## src/rtl/axi_budget_regulator.sv

```systemverilog
`default_nettype none
// ============================================================================
// Module   : axi_budget_regulator
// Purpose  : Per-master AXI bandwidth regulator. Gates each master's AW/AR
//            address handshakes against a beat budget that is reloaded once
//            per regulation period. W, R and B channels are untouched, and the
//            address payload bypasses this block.
// Ports    : clk_i, rst_i            clock, synchronous active-high reset
//            enable_i                1 = regulate, 0 = transparent
//            period_i                regulation period in cycles (0 -> 1)
//            budget_w_i/budget_r_i   per-master beat budgets, packed
//            mst_a{w,r}_valid_i      address valid from master m
//            mst_a{w,r}_len_i        burst len of the pending request, packed
//            mst_a{w,r}_ready_o      address ready back to master m
//            xbar_a{w,r}_valid_o     gated valid to crossbar slave port m
//            xbar_a{w,r}_ready_i     ready from crossbar slave port m
//            stall_o                 master m has a valid blocked by budget
//            credit_w_o/credit_r_o   remaining credit per master, packed
// Revision : 1.0 - initial release
// ============================================================================
module axi_budget_regulator #(
  parameter int NoMasters   = 4,
  parameter int PeriodWidth = 16,
  parameter int BudgetWidth = 16,
  parameter int LenWidth    = 8
) (
  input  logic                             clk_i,
  input  logic                             rst_i,
  input  logic                             enable_i,
  input  logic [PeriodWidth-1:0]           period_i,
  input  logic [NoMasters*BudgetWidth-1:0] budget_w_i,
  input  logic [NoMasters*BudgetWidth-1:0] budget_r_i,
  input  logic [NoMasters-1:0]             mst_aw_valid_i,
  input  logic [NoMasters-1:0]             mst_ar_valid_i,
  input  logic [NoMasters*LenWidth-1:0]    mst_aw_len_i,
  input  logic [NoMasters*LenWidth-1:0]    mst_ar_len_i,
  output logic [NoMasters-1:0]             mst_aw_ready_o,
  output logic [NoMasters-1:0]             mst_ar_ready_o,
  output logic [NoMasters-1:0]             xbar_aw_valid_o,
  output logic [NoMasters-1:0]             xbar_ar_valid_o,
  input  logic [NoMasters-1:0]             xbar_aw_ready_i,
  input  logic [NoMasters-1:0]             xbar_ar_ready_i,
  output logic [NoMasters-1:0]             stall_o,
  output logic [NoMasters*BudgetWidth-1:0] credit_w_o,
  output logic [NoMasters*BudgetWidth-1:0] credit_r_o
);

  // len+1 needs one extra bit so that len=all-ones costs 2**LenWidth beats.
  localparam int CostWidth = LenWidth + 1;

  logic [PeriodWidth-1:0] cnt_q;
  logic [PeriodWidth-1:0] period_eff;
  logic                   replenish;

  assign period_eff = (period_i == '0) ? PeriodWidth'(1) : period_i;
  assign replenish  = (cnt_q == '0);

  // The >= compare (rather than ==) makes a lowered period take effect at
  // once instead of letting cnt run all the way round the counter range.
  always_ff @(posedge clk_i) begin
    if (rst_i) begin
      cnt_q <= '0;
    end else if (!enable_i || (cnt_q >= period_eff - PeriodWidth'(1))) begin
      cnt_q <= '0;
    end else begin
      cnt_q <= cnt_q + PeriodWidth'(1);
    end
  end

  for (genvar m = 0; m < NoMasters; m++) begin : g_mst
    // Channel 0 is AW (write pool), channel 1 is AR (read pool).
    for (genvar c = 0; c < 2; c++) begin : g_chan
      logic                   valid;
      logic                   xready;
      logic [LenWidth-1:0]    len;
      logic [BudgetWidth-1:0] budget;
      logic [CostWidth-1:0]   cost;
      logic [BudgetWidth-1:0] cost_ext;
      logic [BudgetWidth-1:0] base;
      logic [BudgetWidth-1:0] debit;
      logic [BudgetWidth-1:0] credit_q;
      logic                   granted_q;
      logic                   elig;
      logic                   xvalid;
      logic                   hs;

      assign valid  = (c == 0) ? mst_aw_valid_i[m] : mst_ar_valid_i[m];
      assign xready = (c == 0) ? xbar_aw_ready_i[m] : xbar_ar_ready_i[m];
      assign len    = (c == 0) ? mst_aw_len_i[m*LenWidth +: LenWidth]
                               : mst_ar_len_i[m*LenWidth +: LenWidth];
      assign budget = (c == 0) ? budget_w_i[m*BudgetWidth +: BudgetWidth]
                               : budget_r_i[m*BudgetWidth +: BudgetWidth];

      assign cost     = {1'b0, len} + CostWidth'(1);
      assign cost_ext = BudgetWidth'(cost);

      // A grant already presented to the crossbar stays eligible so the
      // valid is never withdrawn before its handshake.
      assign elig   = !enable_i || granted_q || (credit_q >= cost_ext);
      assign xvalid = valid & elig;
      assign hs     = xvalid & xready;

      // Unused credit is discarded at replenish; disabled mode keeps the
      // credit parked at the full budget.
      assign base  = (!enable_i || replenish) ? budget : credit_q;
      assign debit = (enable_i && hs) ? cost_ext : '0;

      always_ff @(posedge clk_i) begin
        if (rst_i) begin
          credit_q  <= '0;
          granted_q <= 1'b0;
        end else begin
          credit_q <= (base > debit) ? (base - debit) : '0;
          if (hs) begin
            granted_q <= 1'b0;
          end else if (xvalid) begin
            granted_q <= 1'b1;
          end
        end
      end
    end

    assign xbar_aw_valid_o[m] = g_chan[0].xvalid;
    assign xbar_ar_valid_o[m] = g_chan[1].xvalid;
    assign mst_aw_ready_o[m]  = g_chan[0].xready & g_chan[0].elig;
    assign mst_ar_ready_o[m]  = g_chan[1].xready & g_chan[1].elig;
    assign stall_o[m]         = (g_chan[0].valid & ~g_chan[0].elig) |
                                (g_chan[1].valid & ~g_chan[1].elig);
    assign credit_w_o[m*BudgetWidth +: BudgetWidth] = g_chan[0].credit_q;
    assign credit_r_o[m*BudgetWidth +: BudgetWidth] = g_chan[1].credit_q;
  end

endmodule
`default_nettype wire
```

## config.mk

```make
export PLATFORM = sky130hd
export DESIGN_NAME = axi_budget_regulator
export DESIGN_NICKNAME = d
export VERILOG_FILES = /design/src/rtl/axi_budget_regulator.sv
export SDC_FILE = /design/constraint.sdc
export NUM_CORES = 1
export LEC_CHECK = 0
export CORE_MARGIN = 10
export CORE_UTILIZATION = 30
export DETAILED_ROUTE_END_ITERATION = 8
export GPL_ROUTABILITY_DRIVEN = 0
export GPL_TIMING_DRIVEN = 0
export HOLD_SLACK_MARGIN = 0.05
export PLACE_DENSITY_LB_ADDON = 0.3
export SKIP_CTS_REPAIR_TIMING = 1
export SLEW_MARGIN = 10
export SYNTH_ARGS = -nofsm -noshare
export SYNTH_HDL_FRONTEND = slang
export SYNTH_SLANG_ARGS = --single-unit
```

## constraint.sdc

```tcl
create_clock -name clk_i -period 12.2 [get_ports clk_i]
set_input_delay 1.22 -clock clk_i [delete_from_list [all_inputs] [get_ports clk_i]]
set_output_delay 1.22 -clock clk_i [all_outputs]
set_load 0.05 [all_outputs]
```

==> qor.txt <==
Slew headroom: 4.53%
Power, Total: 2.53 mW
Die Ht: 239 um
initial core utilization: 30.3%
top-count cell post-synth: nand2_1
Final HPWL DP: 49.1 mm
Worst VDD drop: 79.0 uV
initial antenna violation count: 9
remaining antenna violation count: 0
syn avg cell area: 7.70 um2
DR WL/cell: 21.3 um
worst-margin pin slew: 1.43 ns
Setup TNS: 0 ns
Synth area leader: dfxtp_1
Metal-1 WL: 26.7 mm
Mapped Cells: 1877
root buffer cell: clkbuf_16
Final Critical Period: 7.65 ns
asr flop ratio synth: 0%
number of setup violations in the final report: 0
full die area: 0.0574 mm2
top routing layer in use: met5
PD cells: 129 mW/mm2
Critical Path RT: 12.53 ns
boundary pin count: 375
via count: 15330
met3 wire length: 5.13 mm
Final #Nets: 2675
mapped cell area: 0.0145 mm2
filler cell count: 4842
Port-buffer cells: 373
post-synth net total: 2283
Worst Path Arrival: 7.99 ns
maximum clock rate: 0.131 GHz
Worst Hold Class: register to register
max-capacitance violation count: 0
CTS clock-pin slew for the worst setup and hold paths: 0.07 ns
dominant synthesized flop cell: dfxtp_1
Post-synth top cells: 243 x nand2_1, 207 x nor2_1, 171 x ha_1
Die Width: 239 um
cell row count: 80
First DRT Iteration DRCs: 1029
number of global-route vias before repair: 15453
Critical Path Start Type: input port
RSZ-0062 raised after global routing: no
largest net degree at the start of global routing: 17
register bit total from synthesis: 152
Setup CP Type: input port to register
WL final: 61.6 mm
yosys warns: 0
global route total overflow: 0
skew final: 0.0126 ns
status: complete, no violations
# DRC: 0
Layout area overhead: 35.4%
Critical Path End Type: register
number of flops mapped to enable cells by yosys: 0
Core Region: 0.0476 mm2
overall global routing resource usage: 20.8%
layout cells sized above 1: 4.73%
first-pass GRT wire length: 91.3 mm
TritonCTS buffer count: 17
deepest clock path buffer count: 2
Final Hold Viols: 0
fin crit share: 62.7%
Synth area leaders: dfxtp_1 21%, ha_1 15%, nand2_1 6.3%
maximum fanout along the worst path: 10
CTS tree: done
Max Slew Vio Count: 0
clk sinks: 152
register area share after synthesis: 21.1%
clock latency on the worst-skew pair: 0.45 ns
Synth top area share: 21.1%
fin util: 41.1%
Via density: 5.29
Pleak: 8.16 nW
Netlist cell types: 71
met2 WL post-DR: 27.9 mm
CTS H-tree depth: 4
drt pass-1 iters: 5
-- per-layer routing --
layer  vias to the layer above  global-route usage, %
met1                      7245                   25.3
met5                         -                      0
met2                       553                   34.3
met3                        92                   6.13
met4                        16                   7.18
li1                       7424                      -
-- power by group --
group	leakage [nW]	total, mW	internal, mW	switching [mW]
logic	6.61	1.29	0.502	0.792
clock network	0.297	0.583	0.342	0.241
registers	1.26	0.650	0.568	0.0815
total	8.16	2.53	1.41	1.11
-- worst max-delay path: stages --
cell and delay, ns:
clkdlybuf4s50_1 0.60, clkbuf_1 0.99, o31a_1 0.44, buf_6 0.30, buf_2 0.44, clkbuf_1 0.72
clkbuf_1 0.80, nand2_1 0.12, nand2_1 0.10, ha_1 0.30, and3_1 0.20, a2111oi_0 0.82
o211ai_1 0.36, a211oi_2 0.31, xor2_1 0.16, nor2_1 0.06
-- path summary, 6_finish.rpt --
check	start	endpoint	slack, ns	cells past startpoint
max	enable_i	g_mst[2].g_chan[1].credit_q[13]$_SDFF_PP0_	4.55	16
min	g_mst[3].g_chan[0].granted_q$_SDFFE_PP0N_	g_mst[3].g_chan[0].granted_q$_SDFFE_PP0N_	0.51	2
max reg2reg	cnt_q[0]$_SDFF_PP0_	g_mst[2].g_chan[1].credit_q[13]$_SDFF_PP0_	6.06	18
min reg2reg	g_mst[3].g_chan[0].granted_q$_SDFFE_PP0N_	g_mst[3].g_chan[0].granted_q$_SDFFE_PP0N_	0.51	2
-- final cells by class --
cell class | instances | area, um2 | share of cell area, %
multi-input cells | 1595 | 10800 | 55.2
repair buffers | 373 | 3730 | 19.1
flip-flops and latches | 152 | 3040 | 15.5
well taps | 615 | 769 | 3.93
clock buffers | 19 | 433 | 2.21
plain buffers | 57 | 335 | 1.71
inverters | 73 | 274 | 1.40
clock inverters | 12 | 178 | 0.908
diodes | 1 | 2.50 | 0.0128
-- sequential cells by signal, indices dropped and copies added (netlist names) --
name	flops
g_mst.g_chan.credit_q	128
g_mst.g_chan.granted_q	8
cnt_q	16
-- per-stage QoR --
stage / setup WS, ns / hold WS (ns) / cell area [um2] / instances
3_5_place_dp: 4.10 / 0.503 / 19000 / 2865
5_1_grt: 4.20 / 0.539 / 19600 / 2896
4_1_cts: 4.54 / 0.520 / 19600 / 2896
2_1_floorplan: 5.84 / 0.454 / 14500 / 1877
3_3_place_gp: 4.08 / 0.495 / 19000 / 2865
6_report: 4.55 / 0.511 / 19600 / 2897
-- cell families after synthesis --
| logic type | share of synthesized area (%) |
|---|---|
| xor+xnor | 8.79 |
| simple gates | 29.5 |
| buf+inv | 4.22 |
| compound gates | 15.2 |
| mux | 5.37 |
| fa+ha+maj | 15.9 |
| flops | 21.1 |
-- layout by cell type, fill, tap and decap left out, types with 9 or more instances in the layout --
| cell | synthesis | routed |
|---|---|---|
| and2_1 | 23 | 23 |
| clkdlybuf4s50_1 | 0 | 373 |
| nand3_1 | 60 | 60 |
| nor2_1 | 207 | 207 |
| buf_2 | 16 | 16 |
| nor3b_1 | 9 | 9 |
| a31o_2 | 9 | 9 |
| o21ai_0 | 54 | 54 |
| o31a_1 | 17 | 17 |
| or3_1 | 36 | 36 |
| xnor2_1 | 81 | 81 |
| nand2_1 | 243 | 243 |
| a21oi_1 | 63 | 63 |
| buf_4 | 15 | 15 |
| inv_1 | 73 | 73 |
| nor4_1 | 16 | 16 |
| nor3_1 | 98 | 98 |
| a21o_1 | 22 | 22 |
| a211oi_1 | 31 | 31 |
| ha_1 | 171 | 171 |
| nand4_1 | 28 | 28 |
| o31ai_1 | 10 | 10 |
| nand2b_1 | 71 | 71 |
| mux2i_1 | 67 | 67 |
| and3_1 | 23 | 23 |
| clkbuf_16 | 0 | 17 |
| o21a_1 | 40 | 40 |
| dfxtp_1 | 152 | 152 |
| or2_2 | 13 | 13 |
| xor2_1 | 64 | 64 |
| nor2b_1 | 26 | 26 |
| a21boi_0 | 14 | 14 |
| clkbuf_1 | 20 | 22 |
No activity file was read; power rests on OpenSTA's default activity.
